### src/rtl/pwm_sched_pkg.sv
`default_nettype none
// ---------------------------------------------------------------------------
// Module   : pwm_sched_pkg
// Purpose  : Shared defaults and derived constants for the PWM duty scheduler
// Revision : 1.0 - initial release
// ---------------------------------------------------------------------------
package pwm_sched_pkg;

  localparam int DEF_SAMPLE_WIDTH = 16;
  localparam int DEF_DUTY_WIDTH   = 8;
  localparam int DEF_PERIOD       = 192;
  localparam int DEF_FIFO_DEPTH   = 4;

  // Occupancy needs one extra bit so a full FIFO (level == depth) is representable
  localparam int LEVEL_WIDTH      = $clog2(DEF_FIFO_DEPTH) + 1;

  // Half the period is the duty value that corresponds to a zero (silent) sample
  localparam int MIDSCALE_DUTY    = DEF_PERIOD / 2;

endpackage
`default_nettype wire

### src/rtl/sample_fifo.sv
`default_nettype none
// ---------------------------------------------------------------------------
// Module   : sample_fifo
// Purpose  : Small synchronous FIFO; full/empty derived from the level count
// Revision : 1.0 - initial release
// ---------------------------------------------------------------------------
module sample_fifo #(
  parameter int WIDTH = 16,
  parameter int DEPTH = 4
) (
  input  logic                     clk,
  input  logic                     rst,
  input  logic                     push_i,
  input  logic                     pop_i,
  input  logic [WIDTH-1:0]         data_i,
  output logic [WIDTH-1:0]         data_o,
  output logic [$clog2(DEPTH):0]   level_o,
  output logic                     full_o,
  output logic                     empty_o
);

  localparam int PTR_W = $clog2(DEPTH);

  logic [PTR_W-1:0] wr_ptr_q, wr_ptr_d;
  logic [PTR_W-1:0] rd_ptr_q, rd_ptr_d;
  logic [PTR_W:0]   level_q,  level_d;
  logic [WIDTH-1:0] mem_q [DEPTH];

  logic w_full;
  logic w_empty;
  logic w_do_push;
  logic w_do_pop;

  assign w_full    = (level_q == (PTR_W+1)'(DEPTH));
  assign w_empty   = (level_q == '0);
  // Requests against a full/empty FIFO are ignored rather than corrupting state
  assign w_do_push = push_i && !w_full;
  assign w_do_pop  = pop_i  && !w_empty;

  // Next-state for pointers and occupancy; pointers wrap naturally (DEPTH is 2^n)
  always_comb begin
    wr_ptr_d = wr_ptr_q;
    rd_ptr_d = rd_ptr_q;
    level_d  = level_q;
    if (w_do_push) wr_ptr_d = wr_ptr_q + PTR_W'(1);
    if (w_do_pop)  rd_ptr_d = rd_ptr_q + PTR_W'(1);
    case ({w_do_push, w_do_pop})
      2'b10:   level_d = level_q + (PTR_W+1)'(1);
      2'b01:   level_d = level_q - (PTR_W+1)'(1);
      default: level_d = level_q;
    endcase
  end

  // Pointer and level registers
  always_ff @(posedge clk) begin
    if (rst) begin
      wr_ptr_q <= '0;
      rd_ptr_q <= '0;
      level_q  <= '0;
    end else begin
      wr_ptr_q <= wr_ptr_d;
      rd_ptr_q <= rd_ptr_d;
      level_q  <= level_d;
    end
  end

  // Storage array; contents need no reset because level gates every read
  always_ff @(posedge clk) begin
    if (w_do_push) mem_q[wr_ptr_q] <= data_i;
  end

  assign data_o  = mem_q[rd_ptr_q];
  assign level_o = level_q;
  assign full_o  = w_full;
  assign empty_o = w_empty;

endmodule
`default_nettype wire

### src/rtl/pwm_duty_scheduler.sv
`default_nettype none
// ---------------------------------------------------------------------------
// Module   : pwm_duty_scheduler
// Purpose  : Buffers signed audio samples and hands a scaled duty value to
//            the PWM generator only at PWM period boundaries
// Revision : 1.0 - initial release
// ---------------------------------------------------------------------------
module pwm_duty_scheduler
  import pwm_sched_pkg::*;
#(
  parameter int SAMPLE_WIDTH = DEF_SAMPLE_WIDTH,
  parameter int DUTY_WIDTH   = DEF_DUTY_WIDTH,
  parameter int PERIOD       = DEF_PERIOD,
  parameter int FIFO_DEPTH   = DEF_FIFO_DEPTH
) (
  input  logic                          clk,
  input  logic                          rst,
  input  logic                          enable,
  input  logic [SAMPLE_WIDTH-1:0]       sample_in,
  input  logic                          sample_valid,
  output logic                          sample_ready,
  output logic [DUTY_WIDTH-1:0]         duty_cycle,
  output logic                          period_start,
  output logic [$clog2(FIFO_DEPTH):0]   fifo_level,
  output logic                          underflow,
  output logic                          overflow,
  input  logic                          clear_flags
);

  localparam int CNT_W  = $clog2(PERIOD);
  localparam int PW     = $clog2(PERIOD + 1);
  localparam int PROD_W = DUTY_WIDTH + PW;

  localparam logic [CNT_W-1:0]      CNT_LAST = CNT_W'(PERIOD - 1);
  localparam logic [DUTY_WIDTH-1:0] DUTY_MID = DUTY_WIDTH'(PERIOD / 2);
  localparam logic [PROD_W-1:0]     PERIOD_P = PROD_W'(PERIOD);

  logic [CNT_W-1:0]      cnt_q,          cnt_d;
  logic [DUTY_WIDTH-1:0] duty_q,         duty_d;
  logic                  period_start_q, period_start_d;
  logic                  underflow_q,    underflow_d;
  logic                  overflow_q,     overflow_d;

  logic                    w_boundary;
  logic                    w_push;
  logic                    w_pop;
  logic                    w_full;
  logic                    w_empty;
  logic [SAMPLE_WIDTH-1:0] w_head;
  logic [SAMPLE_WIDTH-1:0] w_offset;
  logic [DUTY_WIDTH-1:0]   w_top;
  logic [PROD_W-1:0]       w_prod;

  // Readiness uses only registered FIFO state; a same-cycle pop does not free a slot
  assign sample_ready = !w_full;
  assign w_push       = sample_valid && !w_full;
  assign w_boundary   = enable && (cnt_q == CNT_LAST);
  assign w_pop        = w_boundary && !w_empty;

  sample_fifo #(
    .WIDTH (SAMPLE_WIDTH),
    .DEPTH (FIFO_DEPTH)
  ) u_fifo (
    .clk     (clk),
    .rst     (rst),
    .push_i  (w_push),
    .pop_i   (w_pop),
    .data_i  (sample_in),
    .data_o  (w_head),
    .level_o (fifo_level),
    .full_o  (w_full),
    .empty_o (w_empty)
  );

  // Offset binary, keep the top bits, then scale into 0..PERIOD-1 with a full product
  assign w_offset = {~w_head[SAMPLE_WIDTH-1], w_head[SAMPLE_WIDTH-2:0]};
  assign w_top    = DUTY_WIDTH'(w_offset >> (SAMPLE_WIDTH - DUTY_WIDTH));
  assign w_prod   = PROD_W'(w_top) * PERIOD_P;

  // Next-state for counter, duty and sticky flags; a set event beats clear_flags
  always_comb begin
    cnt_d          = cnt_q;
    duty_d         = duty_q;
    period_start_d = w_boundary;
    underflow_d    = underflow_q && !clear_flags;
    overflow_d     = overflow_q  && !clear_flags;
    if (enable) cnt_d = w_boundary ? '0 : cnt_q + CNT_W'(1);
    if (w_pop) duty_d = DUTY_WIDTH'(w_prod >> DUTY_WIDTH);
    if (w_boundary && w_empty) underflow_d = 1'b1;
    if (sample_valid && w_full) overflow_d = 1'b1;
  end

  // State registers with synchronous reset to a silent, idle output
  always_ff @(posedge clk) begin
    if (rst) begin
      cnt_q          <= '0;
      duty_q         <= DUTY_MID;
      period_start_q <= 1'b0;
      underflow_q    <= 1'b0;
      overflow_q     <= 1'b0;
    end else begin
      cnt_q          <= cnt_d;
      duty_q         <= duty_d;
      period_start_q <= period_start_d;
      underflow_q    <= underflow_d;
      overflow_q     <= overflow_d;
    end
  end

  assign duty_cycle   = duty_q;
  assign period_start = period_start_q;
  assign underflow    = underflow_q;
  assign overflow     = overflow_q;

endmodule
`default_nettype wire

### config.mk
export PLATFORM = sky130hd
export DESIGN_NAME = pwm_duty_scheduler
export DESIGN_NICKNAME = d
export VERILOG_FILES = /design/src/rtl/pwm_sched_pkg.sv /design/src/rtl/sample_fifo.sv /design/src/rtl/pwm_duty_scheduler.sv
export SDC_FILE = /design/constraint.sdc
export NUM_CORES = 1
export LEC_CHECK = 0
export BUFFER_PORTS_ARGS = -buffer_cell sky130_fd_sc_hd__buf_2
export CORE_ASPECT_RATIO = 1.1
export CORE_MARGIN = 2
export CORE_UTILIZATION = 55
export CTS_BUF_LIST = sky130_fd_sc_hd__clkbuf_4 sky130_fd_sc_hd__clkbuf_8
export CTS_CLUSTER_SIZE = 12
export DETAILED_ROUTE_END_ITERATION = 16
export PLACE_DENSITY = 0.86
export SLEW_MARGIN = 10
export SYNTH_ARGS = -nofsm -noshare
export SYNTH_HDL_FRONTEND = slang
export SYNTH_SLANG_ARGS = --single-unit
### constraint.sdc
create_clock -name clk -period 2.8 [get_ports clk]
set_input_delay 0.28 -clock clk [delete_from_list [all_inputs] [get_ports clk]]
set_output_delay 0.28 -clock clk [all_outputs]
set_load 0.02 [all_outputs]
# Word level (Yosys, flattened, before mapping)
# Memories as Yosys holds them, arrays and structs flattened. A register that Yosys moved wholly into a read port is not among the register bits.
# Cells that the tools add are included.
totals:
  latchBits: 0
  romBits: 0
  memories: 1
  register_bits: 26
  mem_bits_rw: 64
op_classes:
  magnitude_cmp: 0
  n_eq_ne: 4
  n_bitwise: 1
  mul: 1
  reduce_logical: 14
  mux: 8
  shifts: 0
  n_div: 0
  n_addsub: 5
mem_list:
  columns: ["name", "words", "width", "rd", "rd_ports_with_merged_regs", "wr", "line_no", "source"]
  rows:
  - ["u_fifo.mem_q", 4, 16, 1, 1, 1, "sample_fifo.sv:27", "logic [WIDTH-1:0] mem_q [DEPTH];"]
op_table:
  columns: ["cell", "n"]
  rows:
  - ["multiplier 8 x 2 -> 10 bit, second input constant", 1]
  - ["logical AND 1 bit", 9]
  - ["adder 8 x 1 -> 8 bit, second input constant", 1]
  - ["equality test 8 bit, second input constant", 1]
  - ["two-way mux 8 bit", 1]
  - ["one-hot mux 3 bit (2 select lines)", 1]
  - ["adder 2 x 1 -> 2 bit, second input constant", 2]
  - ["two-way mux 1 bit", 4]
  - ["two-way mux 2 bit", 2]
  - ["adder 3 x 1 -> 3 bit, second input constant", 1]
  - ["equality test 3 bit, second input constant", 1]
  - ["zero test 1 bit", 3]
  - ["zero test 3 bit", 1]
  - ["subtractor 3 x 1 -> 3 bit, second input constant", 1]
  - ["equality test 2 x 1 -> 1 bit, second input constant", 1]
  - ["equality test 2 bit, second input constant", 1]
  - ["nonzero test 2 bit", 1]
  - ["inverter 1 bit", 1]

# Depth between registers and ports, before layout
# Gate-level depths: netlist of run 1.
logic_depth:
  depth_word: 6
  mapped_depth: 13

# Hierarchy
# A second synthesis of run 1 with hierarchy kept.
unflattened:
  cells_unflattened: 269
  hier_area_um2: 3937.5
by_module_without_submodules:
  columns: ["module", "seq_area_each_um2", "cells_each", "area_each_um2", "instances"]
  rows:
  - ["sample_fifo", 2102.0, 138, 2821.5, 1]
  - ["pwm_duty_scheduler", 380.4, 131, 1116.1, 1]

# Least setup slack after synthesis of run 1
# No wires, ideal clock.
synth_path:
  path_kind: "flip-flop to flip-flop"
  startpoint: "register cnt_q[0]"
  endpoint: "register u_fifo.level_q[2] (netlist: u_fifo.level_o[2])"
  slack_ns: 0.199
  stages_incl_launch_ff: 14
  arrival_time_ns: 2.531
  synth_period_minus_slack_ns: 2.601
  path_cell_list: "dfxtp_1 -> ha_1 -> nand3_1 -> nor4_4 -> nand2b_1 -> buf_2 -> inv_1 -> buf_4 -> ha_1 -> inv_1 -> fa_1 -> xor2_1 -> or3_1 -> a21oi_1"
synth_via:
  elab_chain_cells: 6
synth_lines:
  columns: ["item", "line_no", "source"]
  rows:
  - ["start, declared", "pwm_duty_scheduler.sv:38", "logic [CNT_W-1:0] cnt_q, cnt_d;"]
  - ["start signal, assigned", "pwm_duty_scheduler.sv:102", "cnt_q <= cnt_d;"]
  - ["equality test 8 bit (*)", "pwm_duty_scheduler.sv:57", "assign w_boundary = enable && (cnt_q == CNT_LAST);"]
  - ["logical AND 1 bit (*)", "pwm_duty_scheduler.sv:57", null]
  - ["logical AND 1 bit (*)", "pwm_duty_scheduler.sv:58", "assign w_pop = w_boundary && !w_empty;"]
  - ["via u_fifo.pop_i", "sample_fifo.sv:14", "input logic pop_i,"]
  - ["logical AND 1 bit (*)", "sample_fifo.sv:38", "assign w_do_pop = pop_i && !w_empty;"]
  - ["equality test 2 x 1 -> 1 bit or equality test 2 bit (tied branches)", "sample_fifo.sv:47", "case ({w_do_push, w_do_pop})"]
  - ["one-hot mux 3 bit (2 select lines) or nonzero test 2 bit (tied branches)", null, null]
  - ["end signal, assigned", "sample_fifo.sv:63", "level_q <= level_d;"]
  - ["end, declared", "sample_fifo.sv:26", "logic [PTR_W:0] level_q, level_d;"]
# The timed path passes the listed nets; every way through them passes the cells marked *.
# A chain may end at the register's enable or synchronous reset.

==> results of run 1 <==
==> state kept, by name (all words and copies together), names as in the netlist, named ones only <==
signal	cells
u_fifo.rd_ptr_q	2
u_fifo.mem_q	32
period_start	1
duty_cycle	8
overflow	1
cnt_q	8
u_fifo.wr_ptr_q	2
u_fifo.level_o	3
underflow	1
==> logic make-up (layout without fill, tap and decap cells) <==
group                      Yosys count  in the layout  synth area share
buffers and inverters               17             61           0.02769
AOI/OAI and AO/OA                   27             27           0.06288
xor gates and xnor gates            13             13           0.04270
and+or+nand+nor                     72             72            0.1408
adders and majority gates           16             16           0.08071
DFF                                 60             60            0.5706
muxes                               11             11           0.07461
==> worst max-delay path by stage <==
| stage | endpoint |
|---|---|
| after floorplan | u_fifo.level_o[2]$_SDFFE_PP0P_ |
| after global placement | duty_cycle[7]$_SDFFE_PP0P_ |
| after detailed placement | duty_cycle[7]$_SDFFE_PP0P_ |
| after CTS | duty_cycle[7]$_SDFFE_PP0P_ |
| after global routing | u_fifo.level_o[2]$_SDFFE_PP0P_ |
| final | duty_cycle[7]$_SDFFE_PP0P_ |
==> critical path, stage by stage (launching register included) <==
cell	delay, ns
dfxtp_2	0.38
buf_4	0.16
mux4_2	0.56
fa_1	0.48
a21o_1	0.20
a21oi_1	0.19
o21ai_0	0.17
a211oi_1	0.25
nor3_1	0.07
==> routing by layer <==
layer | global-route usage | vias up
li1 | - | 864
met1 | 0.2474 | 840
met2 | 0.3189 | 36
met3 | 0.05388 | 7
met4 | 0.1077 | 0
met5 | 0 | -
==> final cells by class <==
type / instances / area, sq um
clock buffer: 9 / 123.9
clock inverter: 7 / 146.4
fill: 350 / 1485
inverter: 10 / 37.54
multi-input combinational: 139 / 1071
sequential: 60 / 1523
tap: 56 / 70.07
timing repair buffer: 35 / 195.2
==> cell usage in the layout (no fill, tap or decap), types with 9 or more instances in the layout <==
cell,Yosys,final
clkbuf_8,0,9
nand2_1,13,13
buf_2,2,27
a21oi_1,12,12
nor2_1,22,22
edfxtp_1,32,32
ha_1,14,14
dfxtp_1,28,27
inv_1,10,10
==> repair_timing <==
action,CTS,global route
gates resized for setup,0,1
endpoints found under the setup margin,0,3
setup buffers,0,2
==> per-stage QoR <==
stage	std cells	worst slack, ns	TNS (ns)	total power, mW	cell area [sq um]
after CTS	314	0.1394	0	2.221	3151
after global routing	316	-0.01324	-0.01324	2.283	3167
after detailed placement	298	0.1438	0	1.167	2880
after floorplan	216	0.1988	0	1.114	2666
final	316	0.2176	0	2.200	3167
after global placement	298	0.1610	0	1.156	2880
==> report_power, final <==
part	switching, mW	internal, mW	total (mW)	leakage (nW)
Combinational	0.103	0.0752	0.178	0.549
Sequential	0.0135	0.958	0.971	0.521
Clock	0.362	0.689	1.05	0.134
Total	0.479	1.72	2.20	1.20
==> metrics.yaml, run 1 <==
run_status:
  status: "finished, final reports clean"
timing:
  fin_worst_skew_ns: 0.007601
  period_share: 0.9223
  fmax_ghz: 0.3872
  hold_viol: 0
  finalCriticalPeriod_ns: 2.582
  hold_slack_ns: 0.1522
  finalSetupViolations: 0
  slew_violations: 0
  worst_pin_slew_ns: 0.5429
  maxSlewHeadroom: 0.6381
cts:
  clock_sinks: 60
  clock_latency_ns: 0.34
  clk_pin_slew_ns: 0.07
  cts_root_buf: "clkbuf_8"
  clk_path_buf_depth: 2
  cts_made_buffers: 9
  h-tree-depth: 3
  cts_hold_buf: 0
  cts_tree: "done"
flow_run:
  cap_violations: 0
routing:
  met3_length_um: 161
  wire_per_inst_um: 15.26
  detail_route.vias_per_cell: 5.528
  dr.pass1.iters: 4
  met1Wirelength_mm: 2.041
  vias: 1747
  wl_met2_mm: 2.555
  ant_nets: 0
  highest_layer: "met4"
  drtIter0Drc: 96
  wl_mm: 4.823
  drcViolationCount: 0
worst_setup_path:
  cp-start-kind: "flip-flop"
  critPathMaxFanout: 4
  r2r_cells: 8
  end_kind: "flip-flop"
  path_class: "reg -> reg"
  rrSetupSlack_ns: 0.22
  worst_r2r_endpoint: "duty_cycle[7]$_SDFFE_PP0P_"
  arrival_ns: 2.79
  required_ns: 3.01
hold_path:
  worstHoldPathCells: 1
  min_path_type: "in -> reg"
  holdCritStartpoint: "sample_in[10]"
  holdPathEnd: "u_fifo.mem_q[0][10]$_DFFE_PP_"
synth:
  ys_warn_count: 0
  synthCells: 216
  synth_fp_nets: 253
  ys.flop_type: "edfxtp_1"
  synth_top_area_frac: 0.3604
  synth_area_per_cell_sq_um: 12.34
  synth_top_cell_by_area: "edfxtp_1"
  synthesis.area_sq_um: 2666
  synth_edf_count: 32
  yosysMostFrequentCell: "edfxtp_1"
  seq_area_frac_synth: 0.5706
  synth-seq-cells: 60
  synth_cell_type_count: 41
  synth.top_cells.by_count: "edfxtp_1, dfxtp_1, nor2_1"
  async_flop_share: 0
  synthTopCellsByArea: "edfxtp_1, dfxtp_1, ha_1"
floorplan:
  ios: 36
  core-area_sq_um: 4652
  start_util: 0.5732
  die_h_um: 77.03
  dieArea_sq_um: 5421
  rows: 26
  die_w_um: 70.39
grt:
  grt_util_all_layers: 0.2002
  grt_pass1_vias: 1728
  antenna_found_initial: 0
  globalRouteOverflowTotal: 0
  grt_pass1_wl_mm: 8.204
  grt_max_degree: 32
power:
  total_leakage_power_nw: 1.205
  vdd_drop_max_uv: 429.0
  power.density_nw_per_um2: 694.8
place:
  hpwl_mm: 3.117
  place.gp.congestion: 0.8037
  portBuffers: 27
layout:
  n_antenna_cell: 0
  fin_util: 0.6807
  nets: 292
  drive_gt1_frac: 0.2423
  area_growth_pct: 18.77
Power figures use the tool's default switching activity.
==> run 2, diff against run 1 <==
--- a/config.mk
+++ b/config.mk
@@ -12,7 +12,7 @@
 export CTS_BUF_LIST = sky130_fd_sc_hd__clkbuf_4 sky130_fd_sc_hd__clkbuf_8
 export CTS_CLUSTER_SIZE = 12
 export DETAILED_ROUTE_END_ITERATION = 16
-export PLACE_DENSITY = 0.86
+export PLACE_DENSITY_LB_ADDON = 0.2
 export SLEW_MARGIN = 10
 export SYNTH_ARGS = -nofsm -noshare
 export SYNTH_HDL_FRONTEND = slang
==> run 2 against run 1 <==
  * Non-clock buffer count did not move
  * Die area did not move
  * Clock skew fell by 0.00060 ns
  * Sequential share of layout area rose by 0.77 points
  * Critical path type unchanged
  * Sequential power barely moved
  * Sequential cell count did not move
  * Combinational power barely moved
  * Via count fell by 2.1%
  * Total power fell by 9.2%
==> metrics.yaml, run 2 (synthesis gave the netlist of run 1 again) <==
layout:
  final_cells: 316
  drive_gt1_frac: 0.2423
  final_cell_mix: "edfxtp_1, dfxtp_1, buf_2"
  layout_commonest_cell: "edfxtp_1"
  nets: 292
  fin_util: 0.6700
  area_growth_pct: 16.89
  largest-register: "u_fifo.mem_q"
  n_antenna_cell: 0
  largest_register_ffs: 32
  nFillCells: 355
worst_setup_path:
  worst_r2r_endpoint: "duty_cycle[7]$_SDFFE_PP0P_"
  cp_top_family: "compound AO/OA/AOI/OAI gates"
  end_kind: "flip-flop"
  cp-start-kind: "flip-flop"
  cp_slowest_cell: "mux4_2"
  path_class: "reg -> reg"
  critPathMaxFanout: 5
  required_ns: 2.99
  path_depth: 8
  endpoint: "duty_cycle[7]$_SDFFE_PP0P_"
  arrival_ns: 2.74
  path_cells: "mux4_2 -> and2_1 -> fa_1 -> a21o_1 -> a21oi_1 -> o21ai_0 -> a211oi_1 -> nor3_1"
  rrSetupSlack_ns: 0.25
  cpPeakStageDelay_ns: 0.59
  r2r_cells: 8
  critical_path_buf_inv_count: 0
power:
  power_mw: 1.999
  power.density_nw_per_um2: 641.2
  total_leakage_power_nw: 1.175
  vdd_drop_max_uv: 496.1
grt:
  grt_pass1_vias: 1642
  grt_util_all_layers: 0.1808
  antenna_found_initial: 0
  globalRouteOverflowTotal: 0
  grt_max_degree: 32
  grt_pass1_wl_mm: 7.576
cts:
  clock_latency_ns: 0.33
  cts_tree: "done"
  cts_made_buffers: 9
  cts_hold_buf: 0
  clock_sinks: 60
  h-tree-depth: 3
  cts_root_buf: "clkbuf_8"
  clk_pin_slew_ns: 0.07
  clk_path_buf_depth: 2
floorplan:
  dieArea_sq_um: 5421
  die_w_um: 70.39
  start_util: 0.5732
  core-area_sq_um: 4652
  die_h_um: 77.03
  rows: 26
  ios: 36
routing:
  vias: 1710
  detail_route.vias_per_cell: 5.411
  wl_mm: 4.460
  wire_per_inst_um: 14.11
  dr.pass1.iters: 4
  drtIter0Drc: 115
  drcViolationCount: 0
  ant_nets: 0
timing:
  setup_tns_ns: 0
  finalCriticalPeriod_ns: 2.545
  hold_slack_ns: 0.1629
  fmax_ghz: 0.3929
  finalSetupViolations: 0
  maxSlewHeadroom: 0.6449
  fin_worst_skew_ns: 0.007000
  period_share: 0.9089
  slew_violations: 0
  hold_viol: 0
  worst_pin_slew_ns: 0.5326
  rsz0062_at_grt: "no"
place:
  place.gp.congestion: 0.7693
  dp.cells: 300
  portBuffers: 27
  hpwl_mm: 3.037
flow_run:
  cap_violations: 0
hold_path:
  min_path_type: "in -> reg"
run_status:
  status: "finished, final reports clean"
[run 2: cell types whose count changed in the layout (fill, tap and decap cells not counted), sizes merged]
cell,delta
bufinv,-2
clkbuf,+1
clkinvlp,+2
clkinv,+1
inv,-2
[run 2: where the power goes]
group / internal [mW] / switching (mW) / total [mW]
Combinational: 0.0772 / 0.102 / 0.179
Clock: 0.511 / 0.338 / 0.849
Sequential: 0.958 / 0.0126 / 0.971
Total: 1.55 / 0.453 / 2.00
[run 2: final cells by class]
type / instances / area (sq um) / share of cell area
Inverter: 10 / 37.54 / 0.01204
Timing Repair Buffer: 35 / 195.2 / 0.06263
Multi-Input combinational cell: 139 / 1071 / 0.3436
Tap cell: 56 / 70.07 / 0.02248
Clock inverter: 6 / 88.84 / 0.02850
Sequential cell: 60 / 1523 / 0.4886
Clock buffer: 10 / 131.4 / 0.04215
[run 2: layer usage]
metal,share of wire,vias to the layer above,track usage
met2,0.50,33,0.2887
li1,-,865,-
met5,0,-,0
met4,0.0056,0,0.08077
met1,0.47,808,0.2329
met3,0.033,4,0.04468
[run 2: through the flow]
stage               setup slack, ns  instance area (sq um)
floorplan                    0.1988                   2666
global placement             0.1724                   2895
detailed placement           0.1600                   2895
CTS                          0.1479                   3115
global route                0.03068                   3117
finish                       0.2550                   3117
[run 2: what timing repair did]
| item | 4_1_cts | 5_1_grt |
|---|---|---|
| gates resized for setup | 0 | 1 |
| buffers inserted | 0 | 0 |
| setup endpoints to repair | 0 | 2 |
[run 2: worst reg2reg max path, delay by kind of cell, from the launching register on]
kind / cells / cell delay [ns]
AND/OR/NAND/NOR: 2 / 0.24
adder cells (fa/ha/maj): 1 / 0.39
multiplexers: 1 / 0.59
flip-flops: 1 / 0.39
AO/OA/AOI/OAI: 4 / 0.80
[run 2: how the worst min path moves through the flow]
stage,to,from,slack (ns),depth (start not counted)
floorplan,u_fifo.mem_q[0][10]$_DFFE_PP_,sample_in[10],0.38,0
global placement,duty_cycle[3]$_SDFFE_PP0P_,duty_cycle[3]$_SDFFE_PP0P_,0.44,2
detailed placement,duty_cycle[2]$_SDFFE_PP0P_,duty_cycle[2]$_SDFFE_PP0P_,0.44,2
CTS,u_fifo.mem_q[2][12]$_DFFE_PP_,sample_in[12],0.15,1
global route,u_fifo.mem_q[1][13]$_DFFE_PP_,sample_in[13],0.15,1
finish,u_fifo.mem_q[0][9]$_DFFE_PP_,sample_in[9],0.16,1
